### src/rtl/instr_fetch_stage.sv
// MIPS32 instruction fetch stage: PC, single-outstanding imem fetch, 2-entry decode queue.
// Optional ADDIU predecode bit per queue entry when IF_ADDIU_PREDECODE_EN is defined.
module instr_fetch_stage #(
  parameter logic [31:0] RESET_PC = 32'h0000_0000
) (
  input  logic        clk,
  input  logic        rst_n,
  output logic        imem_req,
  output logic [31:0] imem_addr,
  input  logic        imem_rvalid,
  input  logic [31:0] imem_rdata,
  input  logic        redirect_valid,
  input  logic [31:0] redirect_pc,
  output logic        ir_valid,
  input  logic        dec_ready,
  output logic [31:0] ir_data,
  output logic [31:0] ir_pc,
  output logic [5:0]  opcode
`ifdef IF_ADDIU_PREDECODE_EN
  ,
  output logic        is_addiu
`endif
);

  typedef enum logic [1:0] {ST_RUN, ST_WAIT, ST_DROP} state_e;

  state_e      state_q, state_d;
  logic [31:0] pc_q, pc_d;
  logic [31:0] fetch_pc_q, fetch_pc_d;
  logic [31:0] data_q [2];
  logic [31:0] data_d [2];
  logic [31:0] epc_q [2];
  logic [31:0] epc_d [2];
  logic        head_q, head_d;
  logic [1:0]  count_q, count_d;
`ifdef IF_ADDIU_PREDECODE_EN
  logic        addiu_q [2];
  logic        addiu_d [2];
`endif

  logic        rsp_keep;
  logic        pop;
  logic        push_slot;
  logic [31:0] redirect_aligned;

  assign ir_valid         = (count_q != 2'd0);
  assign redirect_aligned = redirect_pc & 32'hFFFF_FFFC;

  // Queue bookkeeping; a redirect wipes the queue and swallows any same-cycle push or pop.
  always_comb begin
    rsp_keep  = (state_q == ST_WAIT) && imem_rvalid && !redirect_valid;
    pop       = ir_valid && dec_ready && !redirect_valid;
    push_slot = head_q ^ count_q[0];
    count_d   = count_q;
    head_d    = head_q;
    data_d    = data_q;
    epc_d     = epc_q;
`ifdef IF_ADDIU_PREDECODE_EN
    addiu_d   = addiu_q;
`endif
    if (redirect_valid) begin
      count_d = 2'd0;
    end else begin
      if (rsp_keep) begin
        data_d[push_slot] = imem_rdata;
        epc_d[push_slot]  = fetch_pc_q;
`ifdef IF_ADDIU_PREDECODE_EN
        addiu_d[push_slot] = (imem_rdata[31:26] == 6'b001001);
`endif
      end
      if (pop) begin
        head_d = ~head_q;
      end
      if (rsp_keep && !pop) begin
        count_d = count_q + 2'd1;
      end else if (!rsp_keep && pop) begin
        count_d = count_q - 2'd1;
      end
    end
  end

  // Issue only when no fetch will remain outstanding and the queue keeps a free slot.
  always_comb begin
    imem_addr  = redirect_valid ? redirect_aligned : pc_q;
    if (!rst_n) begin
      imem_addr = RESET_PC;
    end
    imem_req   = rst_n && ((state_q == ST_RUN) || imem_rvalid) && (count_d <= 2'd1);
    pc_d       = pc_q;
    fetch_pc_d = fetch_pc_q;
    state_d    = state_q;
    if (imem_req) begin
      pc_d       = imem_addr + 32'd4;
      fetch_pc_d = imem_addr;
      state_d    = ST_WAIT;
    end else begin
      if (redirect_valid) begin
        pc_d = redirect_aligned;
      end
      if (state_q != ST_RUN) begin
        if (imem_rvalid) begin
          state_d = ST_RUN;
        end else if (redirect_valid) begin
          state_d = ST_DROP;
        end
      end
    end
  end

  always_ff @(posedge clk) begin
    if (!rst_n) begin
      state_q    <= ST_RUN;
      pc_q       <= RESET_PC;
      fetch_pc_q <= RESET_PC;
      head_q     <= 1'b0;
      count_q    <= 2'd0;
      data_q     <= '{default: '0};
      epc_q      <= '{default: '0};
`ifdef IF_ADDIU_PREDECODE_EN
      addiu_q    <= '{default: 1'b0};
`endif
    end else begin
      state_q    <= state_d;
      pc_q       <= pc_d;
      fetch_pc_q <= fetch_pc_d;
      head_q     <= head_d;
      count_q    <= count_d;
      data_q     <= data_d;
      epc_q      <= epc_d;
`ifdef IF_ADDIU_PREDECODE_EN
      addiu_q    <= addiu_d;
`endif
    end
  end

  always_comb begin
    ir_data = ir_valid ? data_q[head_q] : 32'd0;
    ir_pc   = ir_valid ? epc_q[head_q] : 32'd0;
    opcode  = ir_data[31:26];
`ifdef IF_ADDIU_PREDECODE_EN
    is_addiu = ir_valid && addiu_q[head_q];
`endif
  end

endmodule

### config.mk
export PLATFORM = sky130hd
export DESIGN_NAME = instr_fetch_stage
export DESIGN_NICKNAME = d
export VERILOG_FILES = /design/src/rtl/instr_fetch_stage.sv
export SDC_FILE = /design/constraint.sdc
export NUM_CORES = 1
export LEC_CHECK = 0
export ABC_CLOCK_PERIOD_IN_PS = 3250
export CORE_UTILIZATION = 45
export DETAILED_ROUTE_END_ITERATION = 6
export PLACE_DENSITY = 0.73
export SYNTH_ARGS = -nofsm -noshare
export SYNTH_HDL_FRONTEND = slang
export SYNTH_SLANG_ARGS = --single-unit
export TNS_END_PERCENT = 1
### constraint.sdc
create_clock -name clk -period 3.25 [get_ports clk]
set_input_delay 0.65 -clock clk [delete_from_list [all_inputs] [get_ports clk]]
set_output_delay 0.65 -clock clk [all_outputs]
set_load 0.005 [all_outputs]
Word level (Yosys, flattened, before mapping)
Index checks and enable logic that the tools add are counted.
{ "totals": {"ramBits": 0, "output_inout_bits": 104, "mem_count": 0, "latch_bits": 0, "inputBits": 69, "romBits": 0, "reg_bits": 197} }
{ "classes": {"shifts": 0, "order_cmp": 4, "n_bitwise": 6, "div": 0, "reduce_logical": 24, "muxes": 22, "add_sub_neg": 3, "eq_ne": 1, "multipliers": 0} }
{ "ops": {"columns": ["cell", "n"], "rows": [
  ["two-way mux 32 bit", 12],
  ["bitwise mux 64 bit", 2],
  ["adder 32 x 3 -> 32 bit, second input constant", 1],
  ["demux 32 bit (select 1 bit)", 1],
  ["two-way mux 2 bit", 5],
  ["logical AND 1 bit", 9],
  ["AND reduction 2 bit", 4],
  ["nonzero test 2 bit", 4],
  [">= comparator 2 bit, second input constant", 2],
  ["NOT 1 -> 2 bit", 2],
  ["zero test 1 bit", 3],
  ["NOT 1 bit", 3],
  ["nonzero test 3 bit", 1],
  ["adder 2 x 1 -> 2 bit, second input constant", 1],
  ["equality test 2 x 1 -> 1 bit, second input constant", 1],
  ["<= comparator 2 x 1 -> 1 bit, second input constant", 1],
  ["zero test 2 bit", 1],
  ["less-than comparator 2 x 1 -> 1 bit, second input constant", 1],
  ["two-way mux 1 bit", 2],
  ["OR reduction 2 bit", 1],
  ["subtractor 2 x 1 -> 2 bit, second input constant", 1],
  ["logical OR 1 bit", 1],
  ["XOR 1 bit", 1]
]} }

Logic depth before layout (Yosys ltp)
Gate-level depths: netlist of run 1.
{ "logic_depth": {"ltp_word": 12, "depth_mapped": 14} }

Worst setup path after synthesis of run 1
OpenSTA, ideal clock, no wires.
{ "synth_timing": {"path_type": "input-to-reg", "from": "input port redirect_valid", "to": "register pc_q[26]", "slack_ps": -9, "path_stages": 13, "arrival_time_ps": 3135, "setup_time_ps": 123, "n_path_buf": 5, "cell_sequence": "buf_4 buf_6 buf_6 buf_4 buf_2 mux2i_1 nor2_1 ha_1 and4_1 o2bb2a_1 nand4_1 a2111oi_4 mux2_1"} }
{ "synth_via": {"elab_cells_between_ends": 16, "cone_classes": "1 x add/sub; 1 x order compare; 6 x mux; 8 x reduce/logical"} }
{ "synth_rtl": {"columns": ["element", "line", "rtl"], "rows": [
  ["start: declaration", "12", "input logic redirect_valid,"],
  ["two-way mux 32 bit", "84", "imem_addr = redirect_valid ? redirect_aligned : pc_q;"],
  ["two-way mux 32 bit", "85", "if (!rst_n) begin"],
  ["net imem_addr[3]", "9", "output logic [31:0] imem_addr,"],
  ["adder 32 x 3 -> 32 bit", "93", "pc_d = imem_addr + 32'd4;"],
  ["two-way mux 32 bit", "92", "if (imem_req) begin"],
  ["end signal: assignment", "124", "pc_q <= pc_d;"],
  ["end: declaration", "28", "logic [31:0] pc_q, pc_d;"]
]} }
The timed path passes the listed nets, and every way through them passes these cells.
A chain may end at the register's enable or synchronous reset.

Worst setup path after layout of run 1
{ "layout_timing": {"from": "register count_q[0]", "to": "output port imem_req"} }
{ "layout_via": {"elab_chain_len": 9, "elab_cells_between_ends": 13, "cone_classes": "2 x add/sub; 1 x order compare; 3 x mux; 7 x reduce/logical"} }
{ "layout_rtl": {"columns": ["element", "line", "rtl"], "rows": [
  ["start: declaration", "35", "logic [1:0] count_q, count_d;"],
  ["start signal: assignment", "127", "count_q <= count_d;"],
  ["nonzero test 2 bit", "46", "assign ir_valid = (count_q != 2'd0);"],
  ["logical AND 1 bit (2 in series)", "52", "pop = ir_valid && dec_ready && !redirect_valid;"],
  ["logical AND 1 bit or zero test 1 bit (tied branches)", "76, 74", null],
  ["two-way mux 2 bit or logical AND 1 bit (tied branches)", "76, 74", null],
  ["two-way mux 2 bit (*)", "74", "if (rsp_keep && !pop) begin"],
  ["two-way mux 2 bit (*)", "61", "if (redirect_valid) begin"],
  ["<= comparator 2 x 1 -> 1 bit (*)", "88", "imem_req = rst_n && ((state_q == ST_RUN) || imem_rvalid) && (count_d <= 2'd1);"],
  ["logical AND 1 bit (*)", "88", null],
  ["end: declaration", "8", "output logic imem_req,"]
]} }
Every way passes the cells marked *; elsewhere a longest branch is shown, timed or not.

==> impl_metrics.toml, run 1 <==
[logic_synthesis]
synth_top_area_cell = "dfxtp_1"
yosys_most_used_dff = "dfxtp_1"
synth_edf_count = 0
synth_top_area_share_pct = 43.3
synth-seq-cells = 197
synth.area.top_cells = "dfxtp_1 43%, nand2_1 12%, mux2i_1 10%"
postSynthCellCount = 1125
ys_warn_count = 0
avgSynthCellArea_um2 = 8.09
synth-async-reset-ratio_pct = 0
syn_area_um2 = 9110
syn_nets = 1196
seq_area_frac_synth_pct = 43.3
synth.distinct_cells = 63

[setup_path]
cp.arrival_ns = 2.46
reg2reg_depth = 8
cp-end-kind = "output port"
crit_path_start_kind = "register"
reg2reg_slack_ns = 0.62
criticalPathCategory = "reg2out"
cp_max_fo = 5
r2r-start = "count_q[0]"
r2r-end = "pc_q[21]"
crit_required_ns = 2.60

[timing]
fin_crit_sh_pct = 95.6
relSlewSlack_pct = 23.2
finalMaxSlewViolations = 0
fmax_mhz = 322
tightest_slew_ns = 1.15
hold_viol = 0
setup_ws_ns = 0.142
fin_skew_ns = 0.00996
hold_ws_ns = 0.453
setup_viol = 0
grt_setup_unrepaired = "no"
final.min_clock_period_ns = 3.11
setup_tns_ns = 0

[cts]
post_cts_buffers = 0
cts_buffers = 17
cts_tree = "done"
clock_sinks = 197
clock_latency_ns = 0.42
clock_path_buffers = 2
ctsHtreeMaxLevel = 4
cts_hold_buf = 0
clk_pin_slew_worst_paths_ns = 0.06
cts_resized = 0
root_buffer = "clkbuf_16"

[min_path]
hp-start = "epc_q[10]"
min_path_type = "reg2reg"
worstHoldPathCells = 2
min_to = "epc_q[10]"

[drt]
drt_iter0_markers = 415
num_vias = 8057
drc = 0
wl_per_cell_um = 15.0
dr.pass1.iters = 4
wirelength_um = 23100
ant_nets = 0
via_per_inst = 5.22

[final_layout]
regArea_um2 = 3950
nFillCells = 1838
nets = 1336
fin_util_pct = 59.5
layout_common_cells = "287 x nand2_1, 196 x dfxtp_1, 168 x clkdlybuf4s50_1"
multi_input_area_um2 = 4770
layout_commonest_cell = "nand2_1"
area_growth_pct = 28.3
layout-drive-gt1-share_pct = 9.00
diodes = 0

[global_route]
grt_pass1_vias = 7395
grt_use_total_pct = 22.7
grtUsageMet3_pct = 4.60
grt_start_max_net_pins = 112
grt-busiest-layer = "met2"
use_met2_pct = 36.4
grt_pass1_wl_um = 37100
grt-ovfl-total = 0
antenna_found_initial = 0
use_met1_pct = 31.0

[floorplan]
die_y_um = 144
ios = 173
placementRows = 51
core_area_um2 = 19700
die-width_um = 144
start_util_pct = 46.3
die_area_um2 = 20800

[outcome]
status = "finished, final reports clean"

[power]
power.density_nw_per_um2 = 447
ir_drop_v = 0.000340
p_total_uw = 5220
leakage_uw = 0.00397

[place]
gp_congestion = 0.862
dp_hpwl_um = 15300
place.port_buffers = 170
preCtsSetupSlack_ns = 0.0728

[run]
cap_violations = 0
per-layer routing:
layer,up-vias,wire (um)
li1,4084,-
met1,3725,10900
met2,231,10500
met3,17,1510
met4,0,216
met5,-,0
synthesized netlist by cell type, types with 2 or more instances:
cell      number
nand2_1      289
o21a_1         2
mux2_1        11
nand3b_1       5
o31a_1         3
o41ai_1        5
a21oi_1      133
nand2b_1       6
buf_4          8
mux2i_1       93
a211oi_2       2
clkbuf_1      55
buf_6          4
nor2_1       102
nand4_1       10
nor4_2         5
buf_1         11
o21ai_1        2
dfxtp_1      197
and3_1         7
and2_1        11
a211oi_4       3
nand4b_4       2
inv_1          8
nor4_1         7
nand3_1       40
a31oi_1        2
o21ai_0       34
buf_2         11
a21o_1         2
inv_2          2
o31ai_1        6
o22ai_1        2
mux2_2         8
ha_1           2
nor3_1         7
a22oi_2        2
worst max-delay path by stage:
stage                    from  endpoint  slack (ns)  depth (start not counted)
6_report           count_q[0]  imem_req        0.14                          7
5_1_grt            count_q[1]  imem_req        0.02                          7
4_1_cts            count_q[0]  imem_req        0.09                          7
3_5_place_dp   redirect_pc[2]  pc_q[30]        0.07                         11
3_3_place_gp   redirect_pc[2]  pc_q[30]        0.10                         11
2_1_floorplan  redirect_valid  pc_q[26]      -0.009                         13
sequential cells by signal, summed over array words and instances, names as in the netlist:
register / flops
state_q: 2
epc_q: 64
data_q: 64
pc_q: 32
fetch_pc_q: 32
head_q: 1
count_q: 2
layout make-up:
cell class	count	area share, %
Tap cell	265	2.84
Sequential cell	197	33.8
Clock buffer	21	4.04
Clock inverter	11	0.846
Multi-Input combinational cell	829	40.8
Timing Repair Buffer	210	17.4
Inverter	10	0.343
worst max-delay path, cell delays in order, from the launching register on:
cell             delay, ns
dfxtp_1               0.38
inv_1                 0.09
ha_2                  0.22
nand2b_1              0.26
a211oi_2              0.36
o31ai_4               0.13
inv_2                 0.09
clkdlybuf4s50_1       0.50
stage by stage:
stage / cells / cell area [um^2]
after floorplan: 1125 / 9110
final: 1543 / 11700
after detailed placement: 1511 / 11100
after CTS: 1543 / 11700
after global placement: 1511 / 11100
after global routing: 1543 / 11700
cells by family (layout without fill, tap and decap cells):
group / count (synthesis) / count (layout) / share of synthesized area [%]
AOI/OAI and AO/OA: 205 / 205 / 13.3
DFF: 197 / 197 / 43.3
muxes: 112 / 112 / 12.6
xor gates and xnor gates: 3 / 3 / 0.440
and+or+nand+nor: 507 / 507 / 25.2
buffers and inverters: 99 / 252 / 4.89
adders and majority gates: 2 / 2 / 0.275
power by group:
group          leakage [uW]  internal (uW)  switching [uW]
sequential          0.00160           2500            70.8
clock              0.000286           1130             917
combinational       0.00208            272             333
total               0.00397           3900            1320
No activity file was read; power rests on OpenSTA's default activity.
==> run 2, diff against run 1 <==
- ABC_CLOCK_PERIOD_IN_PS: 3250 -> 3600
- CELL_PAD_IN_SITES_DETAIL_PLACEMENT: default -> 0
- CELL_PAD_IN_SITES_GLOBAL_PLACEMENT: default -> 2
- CORE_UTILIZATION: 45 -> 33
- CTS_BUF_LIST: default -> sky130_fd_sc_hd__clkbuf_4 sky130_fd_sc_hd__clkbuf_8 sky130_fd_sc_hd__clkbuf_16
- PLACE_DENSITY: 0.73 -> default
- PLACE_DENSITY_LB_ADDON: default -> 0.1
- clock period: 3.25 -> 3.6 ns (I/O delays scaled with it)
==> run 2 against run 1 <==
Utilization down 16 points. Setup slack better by 0.14 ns. Cell area up 0.39%. Global-route usage down 3.6 points. Via count down 1.2%. Clock-buffer cell count down 4. First-iteration DRC count down 5.8%. Clock power down 10%. Register-to-register slack better by 0.41 ns. Sequential share of layout area down 0.13 points. Critical endpoint unchanged. Largest cell class unchanged. Highest routed layer is now met5.
==> impl_metrics.toml, run 2 (synthesis gave the netlist of run 1 again) <==
[global_route]
grt-ovfl-total = 0
antenna_found_initial = 1
grt_pass1_vias = 7708
grt_pass1_wl_um = 42500
grt_start_max_net_pins = 103
grt_use_total_pct = 19.1

[place]
dp.cells = 1577
dp_hpwl_um = 17100
gp_congestion = 0.796
place.port_buffers = 170

[timing]
hold_ws_ns = 0.454
setup_tns_ns = 0
final.min_clock_period_ns = 3.31
setup_viol = 0
fmax_mhz = 302
grt_setup_unrepaired = "no"
fin_skew_ns = 0.0227
hold_viol = 0
fin_crit_sh_pct = 92.1
relSlewSlack_pct = 63.3
finalMaxSlewViolations = 0
tightest_slew_ns = 0.536

[setup_path]
cp_max_fo = 4
crit_required_ns = 2.88
reg2reg_depth = 8
cp-end-kind = "output port"
cp.arrival_ns = 2.59
r2r-start = "pc_q[3]"
criticalPathCategory = "in2out"
reg2reg_slack_ns = 1.03
crit_path_start_kind = "input pin"
r2r-end = "pc_q[26]"

[final_layout]
layout_commonest_cell = "nand2_1"
multi_input_area_um2 = 4750
finalNonFillerCells = 1607
nets = 1326
layout-drive-gt1-share_pct = 8.14
nFillCells = 2780
layout_common_cells = "287 x nand2_1, 196 x dfxtp_1, 168 x clkdlybuf4s50_1"
largestRegisters = "data_q x64, epc_q x64"
area_growth_pct = 28.8
regArea_um2 = 3950

[outcome]
status = "finished, final reports clean"

[drt]
drc = 0
wirelength_um = 26300
drt_iter0_markers = 391
num_vias = 7962
ant_nets = 0
wl_per_cell_um = 16.4
via_per_inst = 4.95
dr.pass1.iters = 4

[cts]
clk_pin_slew_worst_paths_ns = 0.07
cts_resized = 0
cts_buffers = 17
clock_latency_ns = 0.44
clock_sinks = 197
cts_tree = "done"
root_buffer = "clkbuf_16"
clock_path_buffers = 2
cts_hold_buf = 0
ctsHtreeMaxLevel = 4
post_cts_buffers = 0

[min_path]
min_path_type = "reg2reg"
worstHoldPathCells = 2
hp-start = "data_q[32]"
min_to = "data_q[32]"

[floorplan]
start_util_pct = 33.7
die_area_um2 = 28300
ios = 173
die_y_um = 168
die-width_um = 168
placementRows = 60
core_area_um2 = 27000

[run]
cap_violations = 0

[power]
ir_drop_v = 0.000295
p_total_uw = 4710
power.density_nw_per_um2 = 401
leakage_uw = 0.00392
-- run 2: changes by cell type in the layout (fill, tap and decap cells not counted), moves of 2 or more --
cell / previous run / this run
inv_8: 0 / 4
inv_6: 2 / 4
clkinv_2: 5 / 0
clkinv_4: 3 / 5
buf_4: 37 / 22
buf_12: 3 / 8
clkbuf_1: 2 / 0
-- run 2: routing by layer --
layer	wire length (um)	track usage (%)
met3	1210	3.90
met2	12000	30.9
met4	250	4.74
met5	13	0
met1	12900	25.8
-- run 2: report_power, final --
group / switching [uW] / internal [uW] / total [uW] / leakage (uW)
registers: 60.2 / 2260 / 2320 / 0.00160
logic: 311 / 243 / 555 / 0.00205
clock network: 928 / 906 / 1830 / 0.000268
-- run 2: through the flow --
step           area (um^2)  util, %  setup slack (ns)
2_1_floorplan         9110        -             0.271
3_3_place_gp         11200     41.4             0.269
3_5_place_dp         11200     41.4             0.252
4_1_cts              11700     43.4             0.270
5_1_grt              11700     43.4             0.179
6_report             11700     43.4             0.285
-- run 2: worst max-delay path by stage --
| stage | from | to | slack, ns | cells after the start |
|---|---|---|---|---|
| after floorplan | redirect_valid | pc_q[26] | 0.27 | 13 |
| after global placement | redirect_pc[2] | pc_q[26] | 0.27 | 10 |
| after detailed placement | redirect_pc[2] | pc_q[26] | 0.25 | 10 |
| after CTS | imem_rvalid | imem_req | 0.27 | 6 |
| after global routing | imem_rvalid | imem_req | 0.18 | 6 |
| final | imem_rvalid | imem_req | 0.29 | 6 |
-- run 2: critical path, cell delays in order --
cell and delay, ns:
clkdlybuf4s50_1 0.46, and4bb_1 0.28, a211oi_2 0.39, o31ai_4 0.12
inv_2 0.11, clkdlybuf4s50_1 0.51
-- run 2: cell type report --
| type | count | share of cell area (%) |
|---|---|---|
| diodes | 1 | 0.0213 |
| clock buffers | 17 | 3.63 |
| clock inverters | 12 | 0.981 |
| inverters | 10 | 0.363 |
| multi-input cells | 829 | 40.5 |
| flip-flops and latches | 197 | 33.7 |
| well taps | 341 | 3.64 |
| repair buffers | 200 | 17.2 |
==> run 3, diff against run 2 <==
- SKIP_LAST_GASP: default -> 1
==> results of run 3 <==
Final layout, timing and power as in run 2 (identical DEF).
==> patch (flow settings as in run 3) <==
Reset style: asynchronous (`rst_n`), changed in one clocked block.
--- a/src/rtl/instr_fetch_stage.sv
+++ b/src/rtl/instr_fetch_stage.sv
@@ -108,5 +108,5 @@
   end
 
-  always_ff @(posedge clk) begin
+  always_ff @(posedge clk or negedge rst_n) begin
     if (!rst_n) begin
       state_q    <= ST_RUN;
Behaviour: differs if rst_n is asserted again (counterexample within 4 cycles, from zero or initial values and one cycle with rst_n low); with rst_n held inactive, the same outputs for 4 cycles.
==> patch against run 3 <==
- setup slack improved by 1.5 ps
- routed wire length fell by 6.9%
- critical endpoint unchanged
- synthesized area rose by 4.1%
- via count fell by 17%
- design area rose by 4.6%
- sequential cell count did not move
- non-clock buffer count rose by 6
- largest cell class is now registers
Power is not compared: it rests on default switching activity, and its combinational part moved more than twofold at a synthesized area within 25%.
==> patch: results (changes against run 3) <==
stage;metric;value;unit;change
run_status;status;finished clean;;unchanged
route;total number of vias;6610;;was 7962
route;initial DRC count;266;;was 391
global_routing;largest net degree at the start of global routing;74;;was 103
placed_design;HPWL Detailed;17.03;mm;was 17.06 mm
route;metal2 WL;12.15;mm;was 11.96 mm
worst_setup_path;reg-to-reg endpoint;pc_q[8];;was pc_q[26]
timing;Layout Skew;13.70;ps;was 22.71 ps
finish;ANT cells;0;;was 1
timing;maximum clock frequency;301.8;MHz;was 301.7 MHz
global_routing;GRT met1 Usage;0.2230;;was 0.2585
timing;WHS;333.2;ps;was 453.6 ps
placed_design;DP Area;11700;um2;was 11190 um2
synthesis;share of synthesized registers carrying an async set or reset;1.000;;was 0
worst_setup_path;flop2flop setup slack;1010;ps;was 1030 ps
route;met3 routed WL;863;um;was 1.210 mm
synthesis;commonest cells in the netlist;dfrtp_1, mux2_2, nor2_1;;was nand2_1, dfxtp_1, a21oi_1
global_routing;met3 usage;0.03060;;was 0.03902
finish;share of layout cells above drive strength 1;0.2323;;was 0.08142
synthesis;Post-Syn Nets;866;;was 1196
synthesis;Post-Syn Instances;795;;was 1125
global_routing;vias in the first global route;7018;;was 7708
placed_design;GPL Wtd Cong;0.7845;;was 0.7956
synthesis;sequential share of the synthesized area;0.5203;;was 0.4331
timing;worst-margin pin slew;930.0;ps;was 535.5 ps
[patch: cell count changes after synthesis, sizes merged, moves of 29 or more]
cell | before | now
dfrtp | 0 | 197
xnor2 | 1 | 30
nand3 | 42 | 13
a21oi | 134 | 7
nand2 | 289 | 37
mux2 | 19 | 131
clkbuf | 55 | 17
dfxtp | 197 | 0
[patch: worst max-delay path, delay by kind of cell]
family	cells	cell delay (ps)
and+or+nand+nor	1	130
buffers and inverters	3	1130
AOI/OAI and AO/OA	2	600
[patch: cell families after synthesis]
group,Yosys count,share of synthesized area
multiplexers,225,0.2550
AND/OR/NAND/NOR,218,0.1153
flip-flops,197,0.5203
buffers and inverters,64,0.03460
AO/OA/AOI/OAI,57,0.04265
XOR/XNOR,32,0.02958
adder cells (fa/ha/maj),2,0.002641
[patch: final cells by class]
class | count | area, um2
multi-input combinational | 534 | 4244
clock buffer | 20 | 460.4
timing repair buffer | 206 | 2021
inverter | 8 | 30.03
clock inverter | 12 | 107.6
fill | 2687 | 15740
sequential | 197 | 4933
tap | 378 | 473.0
